==> config.mk <==
export PLATFORM = sky130hd
export DESIGN_NAME = seg_display_driver
export DESIGN_NICKNAME = d
export VERILOG_FILES = /design/src/rtl/seg_display_pkg.sv /design/src/rtl/bin2bcd_seq.sv /design/src/rtl/seg_display_driver.sv
export SDC_FILE = /design/constraint.sdc
export NUM_CORES = 1
export LEC_CHECK = 0
export BUFFER_PORTS_ARGS = -buffer_cell sky130_fd_sc_hd__clkbuf_2
export CORE_ASPECT_RATIO = 1.75
export CORE_UTILIZATION = 50
export DETAILED_ROUTE_END_ITERATION = 10
export GPL_TIMING_DRIVEN = 0
export PLACE_DENSITY = 0.69
export SLEW_MARGIN = 0
export SYNTH_ARGS = -nofsm -noshare
export SYNTH_HDL_FRONTEND = slang
export SYNTH_HIERARCHICAL = 1
export SYNTH_SLANG_ARGS = --single-unit
==> constraint.sdc <==
create_clock -name clk -period 3.25 [get_ports clk]
set_input_delay 0.325 -clock clk [delete_from_list [all_inputs] [get_ports clk]]
set_output_delay 0.325 -clock clk [all_outputs]
set_load 0.05 [all_outputs]
==> src/rtl/seg_display_pkg.sv <==
// Shared types, constants and the seven-segment decode for the display driver.
// Contents: converter FSM state enum, MAX_VALUE saturation limit, SEG_BLANK
// pattern, and bcd_to_seg (active-low {g,f,e,d,c,b,a} decode).
package seg_display_pkg;

    typedef enum logic [1:0] {
        IDLE  = 2'd0,
        SHIFT = 2'd1,
        DONE  = 2'd2
    } conv_state_t;

    localparam int         VALUE_W   = 14;
    localparam logic [13:0] MAX_VALUE = 14'd9999;
    localparam logic [6:0]  SEG_BLANK = 7'h7F;

    // Active-low segment pattern; anything that is not a decimal digit is dark.
    function automatic logic [6:0] bcd_to_seg(input logic [3:0] nib);
        logic [6:0] s;
        case (nib)
            4'd0:    s = 7'b1000000;
            4'd1:    s = 7'b1111001;
            4'd2:    s = 7'b0100100;
            4'd3:    s = 7'b0110000;
            4'd4:    s = 7'b0011001;
            4'd5:    s = 7'b0010010;
            4'd6:    s = 7'b0000010;
            4'd7:    s = 7'b1111000;
            4'd8:    s = 7'b0000000;
            4'd9:    s = 7'b0010000;
            default: s = SEG_BLANK;
        endcase
        return s;
    endfunction

endpackage

==> src/rtl/bin2bcd_seq.sv <==
// Sequential shift-and-add-3 binary to 4-digit BCD converter with valid/ready input.
// Ports: clk, rst, value_in/value_valid/value_ready (input handshake),
//        bcd (16-bit result, valid while done), done (one-cycle strobe in DONE state).
// Latency: accept at edge k, 14 SHIFT edges, DONE at k+15; busy (not ready) 15 cycles.
module bin2bcd_seq (
    input  logic        clk,
    input  logic        rst,
    input  logic [13:0] value_in,
    input  logic        value_valid,
    output logic        value_ready,
    output logic [15:0] bcd,
    output logic        done
);
    import seg_display_pkg::*;

    conv_state_t state;
    logic [13:0] bin_q;
    logic [15:0] scratch_q;
    logic [15:0] scratch_adj;
    logic [3:0]  shift_cnt;

    // Add-3 correction on every nibble that would overflow past 9 after the shift.
    always_comb begin
        scratch_adj = scratch_q;
        for (int n = 0; n < 4; n++) begin
            if (scratch_q[n*4 +: 4] >= 4'd5)
                scratch_adj[n*4 +: 4] = scratch_q[n*4 +: 4] + 4'd3;
        end
    end

    always_ff @(posedge clk) begin
        if (rst) begin
            state     <= IDLE;
            bin_q     <= '0;
            scratch_q <= '0;
            shift_cnt <= '0;
        end else begin
            case (state)
                IDLE: begin
                    if (value_valid) begin
                        bin_q     <= (value_in > MAX_VALUE) ? MAX_VALUE : value_in;
                        scratch_q <= '0;
                        shift_cnt <= 4'd14;
                        state     <= SHIFT;
                    end
                end
                SHIFT: begin
                    // {scratch, binary} shifted left as one 30-bit register.
                    scratch_q <= {scratch_adj[14:0], bin_q[13]};
                    bin_q     <= {bin_q[12:0], 1'b0};
                    shift_cnt <= shift_cnt - 4'd1;
                    if (shift_cnt == 4'd1)
                        state <= DONE;
                end
                DONE:    state <= IDLE;
                default: state <= IDLE;
            endcase
        end
    end

    assign value_ready = (state == IDLE);
    assign done        = (state == DONE);
    assign bcd         = scratch_q;

endmodule

==> src/rtl/seg_display_driver.sv <==
// 4-digit multiplexed seven-segment driver fed by a valid/ready binary value.
// Ports: clk, rst, value_in/value_valid/value_ready, dp_in (per-digit DP),
//        an/seg/dp (active-low registered display outputs).
// Latency: new value visible on seg at accept edge + 16; input stalls (ready low) 15 cycles.
module seg_display_driver #(
    parameter int SCAN_DIV = 250_000,
    parameter bit BLANK_LZ = 1'b1
) (
    input  logic        clk,
    input  logic        rst,
    input  logic [13:0] value_in,
    input  logic        value_valid,
    output logic        value_ready,
    input  logic [3:0]  dp_in,
    output logic [3:0]  an,
    output logic [6:0]  seg,
    output logic        dp
);
    import seg_display_pkg::*;

    localparam int              CNT_W     = $clog2(SCAN_DIV);
    localparam logic [CNT_W-1:0] SCAN_LAST = CNT_W'(SCAN_DIV - 1);

    logic [15:0]      conv_bcd;
    logic             conv_done;
    logic [15:0]      disp_bcd;
    logic [CNT_W-1:0] scan_cnt;
    logic [1:0]       digit_idx;
    logic [3:0]       nib;
    logic             upper_zero;
    logic             blank;

    bin2bcd_seq u_conv (
        .clk         (clk),
        .rst         (rst),
        .value_in    (value_in),
        .value_valid (value_valid),
        .value_ready (value_ready),
        .bcd         (conv_bcd),
        .done        (conv_done)
    );

    // Digit i is a leading zero when it and every digit to its left are zero.
    always_comb begin
        nib = disp_bcd[{digit_idx, 2'b00} +: 4];
        case (digit_idx)
            2'd1:    upper_zero = (disp_bcd[15:4]  == 12'd0);
            2'd2:    upper_zero = (disp_bcd[15:8]  == 8'd0);
            2'd3:    upper_zero = (disp_bcd[15:12] == 4'd0);
            default: upper_zero = 1'b0;
        endcase
        blank = BLANK_LZ && upper_zero;
    end

    always_ff @(posedge clk) begin
        if (rst) begin
            disp_bcd  <= '0;
            scan_cnt  <= '0;
            digit_idx <= '0;
            an        <= 4'hF;
            seg       <= SEG_BLANK;
            dp        <= 1'b1;
        end else begin
            if (conv_done)
                disp_bcd <= conv_bcd;

            if (scan_cnt == SCAN_LAST) begin
                scan_cnt  <= '0;
                digit_idx <= digit_idx + 2'd1;
            end else begin
                scan_cnt <= scan_cnt + 1'b1;
            end

            // Outputs use the pre-edge digit_idx and disp_bcd.
            an  <= ~(4'b0001 << digit_idx);
            seg <= blank ? SEG_BLANK : bcd_to_seg(nib);
            dp  <= ~dp_in[digit_idx];
        end
    end

endmodule

=== Yosys cells after proc, flatten, opt, wreduce, memory -nomap -nowiden ===
Memories as Yosys holds them, arrays and structs flattened. A register that Yosys moved wholly into a read port is not among the register bits.
Index checks and enable logic that the tools add are counted.
W data, S select, Z words.

* Memories: 1
* Input port bits: 21
* Output and inout port bits: 13
* Logic and storage cells: 62
* RAM bits: 0
* Memory bits (read-only): 112
* Flip-flop bits (word level): 77
* Latch bits: 0

{| class="wikitable"
|+ Memories
! name !! words !! width !! read ports !! clocked after Yosys merged registers in !! write ports !! line !! text
|-
| (name not given) || 16 || 7 || 1 || 1 || 0 || seg_display_pkg.sv:19 || <nowiki>case (nib)</nowiki>
|}

* Mux-type cells: 17
* Bitwise logic cells: 2
* $mul: 0
* Shifts and indexed selects: 2
* $lt $le $gt $ge: 6
* Divide/modulo/power cells: 0
* Eq/ne operators: 9
* Reductions and logical operators: 9
* Add/sub/neg operators: 7

{| class="wikitable"
|+ Operators with widths
! cell !! number
|-
| $pmux W16 S2 || 1
|-
| $mux W14 || 2
|-
| $pmux W14 S2 || 1
|-
| $add A18 B1 Y18 const B || 1
|-
| $eq A18 B18 Y1 const B || 1
|-
| $ge A4 B3 Y1 const B || 4
|-
| $mux W16 || 1
|-
| $mux W4 || 4
|-
| $shiftx A16 B5 Y4 || 1
|-
| $gt A14 B14 Y1 const B || 1
|-
| $add A4 B2 Y4 const B || 3
|-
| $logic_not A12 Y1 || 1
|-
| $logic_not A8 Y1 || 1
|-
| $pmux W4 S2 || 1
|-
| $eq A2 B2 Y1 const B || 3
|-
| $eq A2 B1 Y1 const B || 2
|-
| $eq A4 B1 Y1 const B || 1
|-
| $logic_not A4 Y1 || 1
|-
| $mux W2 || 2
|-
| $not A4 Y4 || 1
|-
| $pmux W2 S2 || 1
|-
| $reduce_and A2 Y1 || 2
|-
| $reduce_or A2 Y1 || 2
|-
| $shl A1 B2 Y4 const A || 1
|-
| other kinds (13) || 13
|}

=== Longest topological paths before layout ===
* Depth after elaboration: 4
* Mapped depth: 8
* Depth with buffers taken out: 7

=== Modules after synthesis ===
Netlist, hierarchy kept.

{| class="wikitable"
|+ By module, submodules not included
! module !! sequential area each (sq um) !! cells each !! area each (sq um) !! times used
|-
| seg_display_driver || 960.9 || 227 || 2200.9 || 1
|-
| bin2bcd_seq || 720.7 || 208 || 1820.5 || 1
|}

=== Worst setup path after synthesis ===
OpenSTA, ideal clock, no wires.

* Path type: reg-to-reg
* From: register digit_idx[0]
* To: register seg[0]
* Cell stages (with the launch flop): 9
* Buffers on the path: 1
* Setup time: 0.074 ns
* Required time: 3.176 ns
* Arrival time: 1.730 ns
* Path slack: 1.446 ns
* Clock period less this slack: 1.804 ns
* Path through: dfxtp_1 > buf_2 > mux4_2 > inv_1 > ha_1 > inv_1 > o21bai_1 > a21oi_1 > o21ai_0

* Word-level cells in the longest chain between the ends: 3
* Elaborated cells on any way between the ends: 6
* Classes of those cells: 3 x eq/ne; 1 x shift; 1 x mux; 1 x reduce/logical

{| class="wikitable"
|+ RTL lines
! what !! line !! text
|-
| start, declared || seg_display_driver.sv:28 || <nowiki>logic [1:0] digit_idx;</nowiki>
|-
| start signal, assigned || seg_display_driver.sv:69 || <nowiki>digit_idx <= digit_idx + 2'd1;</nowiki>
|-
| $eq A2 B2 Y1 / $eq A2 B1 Y1 (equally long branches) || seg_display_driver.sv:46 || <nowiki>case (digit_idx)</nowiki>
|-
| $pmux W1 S3 || seg_display_driver.sv:46 ||
|-
| $reduce_or A2 Y1 (no line) || - ||
|-
| end, declared || seg_display_driver.sv:16 || <nowiki>output logic [6:0] seg,</nowiki>
|}

Parallel ways exist; a longest one is shown, timed or not.
A chain may end at the register's enable or synchronous reset.

=== Worst setup path in the final report ===
Same ends and word-level chain as after synthesis.

==> impl_metrics.tcl <==
set metrics [dict create \
    worst-path-stages 8 \
    io_buffers 32 \
    async_flop_share 0 \
    grt_pass1_vias 3205 \
    final.setup.tns_ns 0 \
    drtIter0Drc 119 \
    synth_top_family_by_area "simple AND/OR/NAND/NOR gates" \
    rows 42 \
    crit_arrival_ns 2.26 \
    rr_worst_depth 8 \
    synth_common_cells "dfxtp_1 (84), nor2_1 (61), a21oi_1 (30)" \
    power_mw 2.409 \
    post-synth-top-area-cell "dfxtp_1" \
    die_area_mm2 0.008419 \
    skew_ns 0.005806 \
    fillers 694 \
    crit_chain "buf_2 > mux4_2 > inv_1 > ha_1 > inv_1 > o21bai_1 > a21oi_1 > o21ai_0" \
    maxCapViolCount 0 \
    grt_max_degree 14 \
    overflow 0 \
    synth_xor_area_frac 0.04356 \
    antenna_found_initial 0 \
    synthMuxAreaShare 0.08027 \
    avgSynthCellArea_um2 9.244 \
    synth_most_common_cell "dfxtp_1" \
    netlist.area_leader.share 0.4182 \
    worst_skew_pair.late_latency_ns 0.33 \
    area_growth_pct 15.15 \
    firstDrtPassIters 4 \
    hold_class "input port to flip-flop" \
    clkSinkCount 84 \
    ioPinCount 34 \
    layout-drive-gt1-share 0.1535 \
    start_util 0.5241 \
    dr_total_vias 3238 \
    worst_pin_slew_ns 0.6158 \
    worst-path-buf-inv 3 \
    crit_top_cell "inv_1" \
    slowest_delay_ns 0.60 \
    critical_path_required_ns 3.50 \
    synth.ff_latch_count 84 \
    synthTopCellsByArea "dfxtp_1 (42%), ha_1 (6.5%), nor2_1 (5.7%)" \
    vias_per_cell 5.681 \
    cp-start-kind "flip-flop" \
    leakagePower_nw 1.796 \
    cp-end-kind "flip-flop" \
    hold_buffers 0 \
    hold_viol_final 0 \
    die_h_um 120.6 \
    crit_fanout 8 \
    synthSimpleGateAreaFrac 0.1829 \
    place_hpwl_um 6253 \
    critPathKind "flip-flop to flip-flop" \
    totalWireLength_um 8453 \
    p_per_area_mw_per_mm2 520.2 \
    vdd_drop_max_mv 0.3439 \
    fin_crit_sh 0.6169 \
    cts-root-buf "clkbuf_16" \
    max_freq_mhz 498.7 \
    syn_nets 477 \
    synth.yosys.seq_area_share 0.4182 \
    cts_max_level 3 \
    critical_path.slowest_cell "mux4_2" \
    fp.dieW_um 69.79 \
    cts_buffer_depth 2 \
    synthAdderAreaFrac 0.06534 \
    nets 520 \
    placed_cells 555 \
    cts_buffers 9 \
    final_cell_count_no_fill 570 \
    ys_warn_count 6 \
    synth-main-ff-cell "dfxtp_1" \
    status "finished clean" \
    ys_types 57 \
    wl_per_cell_um 14.83 \
    min_path_cells 3 \
    rsz0062_at_grt "false" \
    slew_viol_final 0 \
    post-cts-setup-buffer-count 0 \
    cp_top_family "multiplexers" \
    finalSetupViolCount 0 \
    syn_area_mm2 0.004021 \
    clk_pin_slew_ns 0.06 \
    syn_inst 435 \
    diodes 0 \
    cts_resized 0 \
    grt_pass1_wl_um 14430 \
    period_needed_ns 2.005 \
    synth_compound_area_frac 0.1605 \
    remaining_drc_errors 0 \
    synth_edf_count 0 \
    gp_congestion 0.7847 \
    core-area_mm2 0.007672 \
    track_usage 0.2144 \
    cts_tree "yes" \
    relSlewSlack 0.5895 \
    final_antenna_net_count 0 \
]
-- cell type report --
| type | count | area, um^2 | share of cell area |
|---|---|---|---|
| buffer | 21 | 111.4 | 0.02405 |
| tap | 88 | 110.1 | 0.02378 |
| clock inverter | 5 | 100.1 | 0.02162 |
| inverter | 23 | 86.33 | 0.01864 |
| sequential | 84 | 1682 | 0.3631 |
| timing repair buffer | 32 | 160.2 | 0.03459 |
| multi-input combinational | 307 | 2142 | 0.4626 |
| clock buffer | 10 | 239.0 | 0.05161 |
-- worst reg2reg max path, cell delays in order (launching register included) --
cell and delay (ns):
dfxtp_1 0.37, buf_2 0.26, mux4_2 0.60, inv_1 0.14, ha_1 0.15, inv_1 0.04
o21bai_1 0.17, a21oi_1 0.05, o21ai_0 0.15
-- report_power, final --
part,internal (mW),switching (mW)
clock,0.764,0.395
combinational,0.0596,0.111
sequential,1.06,0.0201
total,1.88,0.526
-- worst paths after layout --
| check | slack (ns) | from | endpoint |
|---|---|---|---|
| worst max-delay path | 1.24 | digit_idx[0] | seg[0] |
| worst max register to register | 1.24 | digit_idx[0] | seg[0] |
| worst min-delay path | 0.20 | value_in[7] | u_conv/bin_q[7] |
| worst min register to register | 0.46 | u_conv/bin_q[8] | u_conv/bin_q[8] |
-- metrics by stage --
step	setup WS, ns	util	instance area [um^2]	hold slack (ns)
final	1.245	0.6036	4631	0.2039
after global routing	1.117	0.6036	4631	0.2235
after CTS	1.221	0.6036	4631	0.1923
after detailed placement	1.238	0.5594	4292	0.4416
after global placement	1.285	0.5594	4292	0.4403
after floorplan	1.446	-	4021	0.4205
-- sequential cells by signal, indices dropped and copies added, names as in the netlist --
register	flops
digit_idx	2
u_conv/bin_q	14
an	4
u_conv/shift_cnt	4
scan_cnt	18
disp_bcd	16
dp	1
u_conv/bcd	16
seg	7
u_conv/state	2
-- kinds of logic after synthesis --
logic type      Yosys count
mux                      26
compound gates           95
buf+inv                  44
xor+xnor                 20
flops                    84
fa+ha+maj                21
simple gates            145
-- metal layers --
layer / share of wire / track usage
met1: 0.40 / 0.2114
met5: 0 / 0
met4: 0.019 / 0.08625
met2: 0.56 / 0.4207
met3: 0.028 / 0.04583
-- placed cells by master (no fill, tap or decap), types with 13 or more instances in the layout --
cell       n
a21oi_1   30
mux2i_1   21
dfxtp_1   84
inv_1     23
clkbuf_2  33
ha_1      21
nand2b_1  13
nand2_1   15
o21ai_0   22
nor2_1    61
Note: power is estimated with default switching activity, not from simulation.
